## config.mk

```make
export PLATFORM = sky130hd
export DESIGN_NAME = multicycle_control_fsm
export DESIGN_NICKNAME = d
export VERILOG_FILES = /design/src/rtl/multicycle_control_fsm_pkg.sv /design/src/rtl/multicycle_control_fsm_opcode_class_decode.sv /design/src/rtl/multicycle_control_fsm.sv
export SDC_FILE = /design/constraint.sdc
export NUM_CORES = 1
export LEC_CHECK = 0
export CAP_MARGIN = 20
export CORE_AREA = 10 10 74 76
export DETAILED_ROUTE_END_ITERATION = 7
export DIE_AREA = 0 0 84 86
export HOLD_SLACK_MARGIN = 0.03
export PLACE_DENSITY = 0.82
export RECOVER_POWER = 25
export SYNTH_ARGS = -nofsm -noshare
export SYNTH_HDL_FRONTEND = slang
export SYNTH_HIERARCHICAL = 1
export SYNTH_SLANG_ARGS = --single-unit
```

## constraint.sdc

```tcl
create_clock -name clk -period 2.8 [get_ports clk]
set_input_delay 0.56 -clock clk [delete_from_list [all_inputs] [get_ports clk]]
set_output_delay 0.56 -clock clk [all_outputs]
set_load 0.02 [all_outputs]
```

## src/rtl/multicycle_control_fsm_pkg.sv

```systemverilog
// Shared opcode map, ALU encodings, sequencer states and opcode class bundle.
package multicycle_control_fsm_pkg;

    localparam int unsigned OPC_ADD  = 4;
    localparam int unsigned OPC_AND  = 25;
    localparam int unsigned OPC_MOVL = 11;
    localparam int unsigned OPC_MOVS = 13;
    localparam int unsigned OPC_JA   = 14;
    localparam int unsigned OPC_CMP  = 59;

    typedef enum logic [1:0] {
        ALU_ADD = 2'b00,
        ALU_AND = 2'b01,
        ALU_SUB = 2'b10
    } alu_op_e;

    typedef enum logic [2:0] {
        ST_IDLE,
        ST_FETCH,
        ST_DECODE,
        ST_EXEC,
        ST_MEM,
        ST_WB,
        ST_HALT
    } state_e;

    typedef struct packed {
        logic is_alu;
        logic is_cmp;
        logic is_ja;
        logic is_load;
        logic is_store;
        logic legal;
    } opc_class_t;

endpackage

```

## src/rtl/multicycle_control_fsm_opcode_class_decode.sv

```systemverilog
// Combinational opcode classifier; shared by the single- and multi-cycle paths.
module multicycle_control_fsm_opcode_class_decode
    import multicycle_control_fsm_pkg::*;
#(
    parameter int OPC_W = 6
) (
    input  logic [OPC_W-1:0] opcode,
    output opc_class_t       cls
);

    logic [2**OPC_W-1:0] onehot;

    // Each opcode selects one bit of the decode space; classes OR their bits.
    assign onehot = (2**OPC_W)'(1) << opcode;

    always_comb begin
        cls          = '0;
        cls.is_alu   = onehot[OPC_ADD] | onehot[OPC_AND];
        cls.is_cmp   = onehot[OPC_CMP];
        cls.is_ja    = onehot[OPC_JA];
        cls.is_load  = onehot[OPC_MOVL];
        cls.is_store = onehot[OPC_MOVS];
        cls.legal    = cls.is_alu | cls.is_cmp | cls.is_ja | cls.is_load | cls.is_store;
    end

endmodule

```

## src/rtl/multicycle_control_fsm.sv

```systemverilog
// Multi-cycle sequencer: fetch/decode/exec/mem/writeback with memory handshakes,
// data-memory timeout, sticky fault flags and a retired-instruction counter.
module multicycle_control_fsm
    import multicycle_control_fsm_pkg::*;
#(
    parameter int OPC_W       = 6,
    parameter int MEM_TIMEOUT = 15,
    parameter int CNT_W       = 16
) (
    input  logic             clk,
    input  logic             rst,
    input  logic [OPC_W-1:0] opcode,
    input  logic             flag_above,
    output logic             imem_req,
    input  logic             imem_ack,
    input  logic             mem_ack,
    output logic             ir_we,
    output logic             pc_we,
    output logic             pc_sel,
    output logic [1:0]       alu_op,
    output logic             alu_src,
    output logic             flags_we,
    output logic             mem_read,
    output logic             mem_write,
    output logic             reg_we,
    output logic             reg_src,
    output logic             illegal,
    output logic             mem_fault,
    output logic [CNT_W-1:0] retired_cnt
);

    localparam int WAIT_W = $clog2(MEM_TIMEOUT + 1);

    state_e           state;
    logic [OPC_W-1:0] opc_q;
    logic [OPC_W-1:0] dec_opc;
    logic [WAIT_W-1:0] wait_cnt;
    opc_class_t       cls;

    // The IR field is only trusted in DECODE; later states use the captured copy.
    assign dec_opc = (state == ST_DECODE) ? opcode : opc_q;

    multicycle_control_fsm_opcode_class_decode #(
        .OPC_W (OPC_W)
    ) u_decode (
        .opcode (dec_opc),
        .cls    (cls)
    );

    always_ff @(posedge clk or posedge rst) begin
        if (rst) begin
            state       <= ST_IDLE;
            opc_q       <= '0;
            wait_cnt    <= '0;
            illegal     <= 1'b0;
            mem_fault   <= 1'b0;
            retired_cnt <= '0;
        end else begin
            case (state)
                ST_IDLE: state <= ST_FETCH;
                ST_FETCH: begin
                    if (imem_ack) state <= ST_DECODE;
                end
                ST_DECODE: begin
                    opc_q <= opcode;
                    if (cls.legal) begin
                        state <= ST_EXEC;
                    end else begin
                        illegal <= 1'b1;
                        state   <= ST_HALT;
                    end
                end
                ST_EXEC: begin
                    if (cls.is_cmp || cls.is_ja) begin
                        retired_cnt <= retired_cnt + 1'b1;
                        state       <= ST_FETCH;
                    end else if (cls.is_load || cls.is_store) begin
                        wait_cnt <= '0;
                        state    <= ST_MEM;
                    end else begin
                        state <= ST_WB;
                    end
                end
                ST_MEM: begin
                    // An ack on the final allowed cycle still completes the access.
                    if (mem_ack) begin
                        if (cls.is_load) begin
                            state <= ST_WB;
                        end else begin
                            retired_cnt <= retired_cnt + 1'b1;
                            state       <= ST_FETCH;
                        end
                    end else if (wait_cnt == WAIT_W'(MEM_TIMEOUT - 1)) begin
                        mem_fault <= 1'b1;
                        state     <= ST_HALT;
                    end else begin
                        wait_cnt <= wait_cnt + 1'b1;
                    end
                end
                ST_WB: begin
                    retired_cnt <= retired_cnt + 1'b1;
                    state       <= ST_FETCH;
                end
                ST_HALT: state <= ST_HALT;
                default: state <= ST_IDLE;
            endcase
        end
    end

    always_comb begin
        imem_req  = 1'b0;
        ir_we     = 1'b0;
        pc_we     = 1'b0;
        pc_sel    = 1'b0;
        alu_op    = ALU_ADD;
        alu_src   = 1'b0;
        flags_we  = 1'b0;
        mem_read  = 1'b0;
        mem_write = 1'b0;
        reg_we    = 1'b0;
        reg_src   = 1'b0;
        case (state)
            ST_FETCH: begin
                imem_req = 1'b1;
                ir_we    = imem_ack;
                pc_we    = imem_ack;
            end
            ST_EXEC: begin
                if (cls.is_alu) begin
                    alu_op = (opc_q == OPC_W'(OPC_AND)) ? ALU_AND : ALU_ADD;
                end else if (cls.is_cmp) begin
                    alu_op   = ALU_SUB;
                    flags_we = 1'b1;
                end else if (cls.is_ja) begin
                    pc_we  = flag_above;
                    pc_sel = flag_above;
                end else if (cls.is_load || cls.is_store) begin
                    alu_src = 1'b1;
                end
            end
            ST_MEM: begin
                mem_read  = cls.is_load;
                mem_write = cls.is_store;
            end
            ST_WB: begin
                reg_we  = 1'b1;
                reg_src = cls.is_load;
            end
            default: ;
        endcase
    end

endmodule

```

==> Word level (Yosys, flattened, before mapping) <==
Index checks and enable logic that the tools add are counted.
{ "op_classes": {"eq_ne": 17, "shifts": 1, "muxes": 41, "reduce_logical": 11, "n_bitwise": 7, "addsub": 2} }
{ "op_table": {"columns": ["operator", "count"], "rows": [
  ["$shl A1 B6 Y60 const A", 1],
  ["$mux W16", 3],
  ["$pmux W16 S3", 1],
  ["$mux W1", 20],
  ["$mux W3", 6],
  ["$pmux W3 S6", 1],
  ["$add A16 B1 Y16 const B", 1],
  ["$mux W4", 4],
  ["$ne A2 B2 Y1 const B", 8],
  ["$eq A3 B3 Y1 const B", 3],
  ["$pmux W4 S2", 1],
  ["$eq A3 B2 Y1 const B", 2],
  ["$eq A6 B5 Y1 const B", 1],
  ["$mux W2", 3],
  ["$mux W6", 1],
  ["$or A1 B1 Y1", 5],
  ["$reduce_and A5 Y1", 1],
  ["$add A4 B1 Y4 const B", 1],
  ["$eq A4 B4 Y1 const B", 1],
  ["$reduce_and A2 Y1", 2],
  ["$reduce_and A4 Y1", 1],
  ["$eq A3 B1 Y1 const B", 1],
  ["$logic_not A3 Y1", 1],
  ["$ne A3 B3 Y1 const B", 1],
  ["7 further kinds", 9]
]} }
{ "totals": {"out_inout_bits": 30, "register_bits": 31, "elab_cells": 85, "input_bits": 11} }

==> Longest topological paths before layout <==
Gate-level depths: netlist of run 1.
{ "depth": {"word_depth": 10, "mapped_depth": 12, "ltp_nobuf": 11} }

==> By module <==
The synthesis of run 1 kept the hierarchy.
{ "modules_own_cells": {"columns": ["module", "seq_area_each_um2", "cells_each", "instances", "area_each_um2"], "rows": [
  ["multicycle_control_fsm", 775.7, 146, 1, 1597.8],
  ["multicycle_control_fsm_opcode_class_decode", 0.0, 21, 1, 132.6]
]} }

==> Worst setup path after synthesis of run 1 <==
No wires, ideal clock.
{ "synth_path": {"path_kind": "register to output", "from": "register state[0]", "to": "output port pc_we", "n_path_buf": 1, "stages_incl_launch_ff": 10, "path_slack_ps": -573, "required_time_ps": 2240, "t_arrival_ps": 2813, "cell_sequence": "dfrtp_1 buf_6 nor3_2 mux2_2 nor2_1 nand3_1 nor2_1 nand2_1 nor4_1 nand2b_1"} }
{ "synth_rtl": {"columns": ["element", "line", "source"], "rows": [
  ["start, declared", "multicycle_control_fsm.sv:34", "state_e state;"],
  ["start signal, assigned", "multicycle_control_fsm.sv:52", "state <= ST_IDLE;"],
  ["start signal, assigned", "multicycle_control_fsm.sv:60", "ST_IDLE: state <= ST_FETCH;"],
  ["start signal, assigned", "multicycle_control_fsm.sv:62", "if (imem_ack) state <= ST_DECODE;"],
  ["end, declared", "multicycle_control_fsm.sv:18", "output logic pc_we,"]
]} }

==> flow_metrics.py, run 1 <==
metrics = {
    "run_status": {
        "status": "complete, but fails checks",
        "violations": "negative setup slack",
    },
    "worst_setup_path": {
        "r2r_cells": 13,
        "cp_num_cells": 10,
        "critPathBufInv": 2,
        "worstSetupEndpointType": "primary output",
        "r2r_end": "retired_cnt[14]$_DFFE_PP0P_",
        "start_kind": "register",
        "cp_slowest_cell": "dfrtp_1",
        "cp.required_ns": 2.24,
        "path_cells": "nor3_4 -> buf_12 -> mux2_4 -> nor2_4 -> nand3_4 -> nor2_2 -> nand2_2 -> nor4_4 -> nand2b_4 -> buf_6",
        "arrival_ns": 2.44,
        "reg2reg_from": "state[2]$_DFFE_PP0P_",
        "crit_type": "register to primary output",
        "critPathMaxFanout": 6,
        "crit_family": "simple AND/OR/NAND/NOR gates",
        "rrSetupSlack_ns": -0.02,
        "critPathMaxStageDelay_ns": 0.42,
    },
    "timing": {
        "finalHoldWorstSlack_ns": 0.469,
        "finalSetupViolations": 13,
        "skew_ns": 0.00491,
        "hold_viol": 0,
        "fmax_mhz": 333,
        "finalCriticalPeriod_ns": 3.00,
        "final.setup.worst_slack_ns": -0.205,
        "period_share_pct": 107,
        "slew_headroom_pct": 67.2,
        "setup-tns-final_ns": -0.961,
        "rsz0062_at_grt": "yes",
        "final-max-slew-violation-count": 0,
        "worst_pin_slew_ns": 0.492,
    },
    "synth": {
        "netlist.area_leader.share_pct": 44.8,
        "syn_area_sq_um": 1730,
        "synth_cell_types": 42,
        "synthCells": 167,
        "ys_warn_count": 6,
        "async_flop_share_pct": 100,
        "yosysMostFrequentCell": "dfrtp_1",
        "ys_top_cells_by_count": "31 x dfrtp_1, 13 x nand2_1, 10 x nor2_1, 10 x xor2_1, 9 x nand3_1",
        "syn_nets": 181,
        "ys_seq_elements": 31,
        "synth_top_area_cell": "dfrtp_1",
        "ys.flop_type": "dfrtp_1",
        "avgSynthCellArea_sq_um": 10.4,
        "synthTopCellsByArea": "dfrtp_1 45%, xor2_1 5.1%, mux2_2 3.9%",
        "ys_seq_area_share_pct": 44.8,
        "synth-edff-count": 0,
    },
    "route": {
        "final_antenna_net_count": 0,
        "wl_per_cell_microns": 17.1,
        "drc_errors": 0,
        "vias": 1590,
        "dr.pass1.iters": 4,
        "via_per_inst": 5.39,
        "drt_wl_total_mm": 5.04,
        "first_iter_violations": 83,
    },
    "layout": {
        "syn_to_final_growth_pct": 64.5,
        "num_antenna_cells": 0,
        "layout.nets": 258,
        "drive_above_1_share_pct": 40.4,
    },
    "power": {
        "p_leak_nw": 1.33,
        "power.switching_mw": 0.968,
        "pwr-share-seq_pct": 27.2,
        "p_sw_share_pct": 38.5,
        "power.total_mw": 2.51,
        "power_density_nw_per_um2": 883,
        "power_frac_clock_pct": 18.3,
        "peakVddDrop_mv": 0.517,
        "comb_power_share_pct": 54.5,
        "p_int_mw": 1.55,
    },
    "clocking": {
        "cts.clk_slew.worst_paths_ns": 0.07,
        "root_buffer": "clkbuf_8",
        "cts_tree": "done",
        "cts_sinks": 31,
        "clk_path_buf_depth": 2,
        "htree_levels": 2,
        "cts_made_buffers": 5,
        "insertion_delay_ns": 0.29,
    },
    "floorplan": {
        "die_area_sq_um": 7220,
        "fp.dieH_microns": 86,
        "start_util_pct": 43.6,
        "die_w_microns": 84,
        "ios": 41,
        "coreArea_sq_um": 3970,
        "row_count": 23,
    },
    "global_route": {
        "grt_pass1_vias": 1660,
        "grt_util_all_layers_pct": 13.7,
        "grt_pass1_wl_mm": 8.21,
        "grt_overflow": 0,
        "grt_start_max_net_pins": 15,
        "antenna_found_initial": 0,
    },
    "placement": {
        "place_congestion": 0.827,
        "portBuffers": 40,
        "dp_hpwl_mm": 3.44,
    },
    "run": {
        "cap_violations": 0,
    },
    "worst_hold_path": {
        "hold_end": "mem_fault$_DFFE_PP0P_",
        "hp-class": "register to register",
        "hold_path_depth": 1,
        "hp-start": "mem_fault$_DFFE_PP0P_",
    },
}
-- per-layer routing --
layer	share of wire (%)	GRT usage (%)	wire (microns)	up-vias
met1	42	15.6	2090	767
met3	6.9	5.30	350	6
li1	-	-	-	765
met4	1.1	4.72	56	0
met2	50	23.0	2540	52
met5	0	0	0	-
-- sequential cells by signal, indices dropped and copies added, names as in the netlist --
name         cells
retired_cnt     16
opc_q            6
wait_cnt         4
state            3
illegal          1
mem_fault        1
-- what timing repair did --
| action | CTS | global route |
|---|---|---|
| gates cloned | 0 | 1 |
| setup buffers | 3 | 3 |
| endpoints found under the setup margin | 19 | 26 |
| hold buffers | 0 | 0 |
| gates resized for setup | 65 | 23 |
| pin swaps | 9 | 11 |
-- power groups by stage --
stage	clock [mW]	sequential, mW	combinational [mW]
floorplan	0	0.711	0.652
global placement	0	0.678	1.11
global route	0.498	0.698	1.48
finish	0.460	0.683	1.37
CTS	0.470	0.678	1.21
detailed placement	0	0.684	1.14
-- per-stage QoR --
step                std cells  cell area [sq um]  setup slack (ns)  utilization (%)
floorplan                 167               1830            -0.108                -
global placement          280               2480            -0.500             62.4
detailed placement        280               2480            -0.538             62.4
CTS                       291               2710            -0.217             68.2
global route              295               2850            -0.317             71.7
finish                    295               2850            -0.205             71.7
-- final cells by class --
cell class	count	area, sq um
clock buffer	6	82.6
clock inverter	2	35.0
fill	292	1120
inverter	6	23.8
multi-input combinational	126	1150
sequential	31	777
tap	50	62.6
timing repair buffer	74	713
-- kinds of logic after synthesis --
| group | count (synthesis) | share of synthesized area (%) |
|---|---|---|
| buffers and inverters | 10 | 3.76 |
| DFF | 31 | 44.8 |
| xor gates and xnor gates | 17 | 8.60 |
| and+or+nand+nor | 78 | 27.3 |
| AOI/OAI and AO/OA | 22 | 9.40 |
| adders and majority gates | 3 | 2.17 |
| muxes | 6 | 3.90 |
-- worst max-delay path by stage --
stage                               startpoint         to  slack (ns)
after floorplan           state[0]$_DFFE_PP0P_      pc_we       -0.11
after global placement               opcode[2]    alu_src       -0.50
after detailed placement             opcode[0]  alu_op[0]       -0.54
after CTS                 state[2]$_DFFE_PP0P_      pc_we       -0.22
after global routing      state[1]$_DFFE_PP0P_      pc_we       -0.32
final                     state[2]$_DFFE_PP0P_      pc_we       -0.20
-- cell usage in the layout, fill, tap and decap left out, types with 3 or more instances in the layout --
cell type        instances
nor2_1                   5
nor4_4                   6
nor2_2                   4
nand4_1                  6
nand3_1                  8
nand4b_1                 3
nand2_2                  3
buf_6                   11
o21ai_0                  3
ha_1                     3
clkdlybuf4s50_1         30
and2b_2                  3
and3_1                   3
dfrtp_1                 30
nand2_1                 11
xnor2_1                  6
buf_4                   28
a21oi_1                  3
clkbuf_8                 6
o2bb2ai_1                3
mux2_4                   6
nor3_4                   4
xor2_1                  10
nor3_2                   3
inv_1                    4
No activity file was read; power rests on OpenSTA's default activity.
==> run 2, diff against run 1 <==
--- a/config.mk
+++ b/config.mk
@@ -7,11 +7,13 @@
 export LEC_CHECK = 0
 export CAP_MARGIN = 20
 export CORE_AREA = 10 10 74 76
+export CTS_CLUSTER_DIAMETER = 50
 export DETAILED_ROUTE_END_ITERATION = 7
 export DIE_AREA = 0 0 84 86
 export HOLD_SLACK_MARGIN = 0.03
 export PLACE_DENSITY = 0.82
 export RECOVER_POWER = 25
+export SLEW_MARGIN = 20
 export SYNTH_ARGS = -nofsm -noshare
 export SYNTH_HDL_FRONTEND = slang
 export SYNTH_HIERARCHICAL = 1
==> results of run 2 <==
The final DEF is identical to that of run 1; final timing and power are the same.
==> run 3, diff against run 2 <==
--- a/config.mk
+++ b/config.mk
@@ -8,6 +8,7 @@
 export CAP_MARGIN = 20
 export CORE_AREA = 10 10 74 76
 export CTS_CLUSTER_DIAMETER = 50
+export CTS_CLUSTER_SIZE = 40
 export DETAILED_ROUTE_END_ITERATION = 7
 export DIE_AREA = 0 0 84 86
 export HOLD_SLACK_MARGIN = 0.03
==> results of run 3 <==
The final DEF is identical to that of run 1; final timing and power are the same.
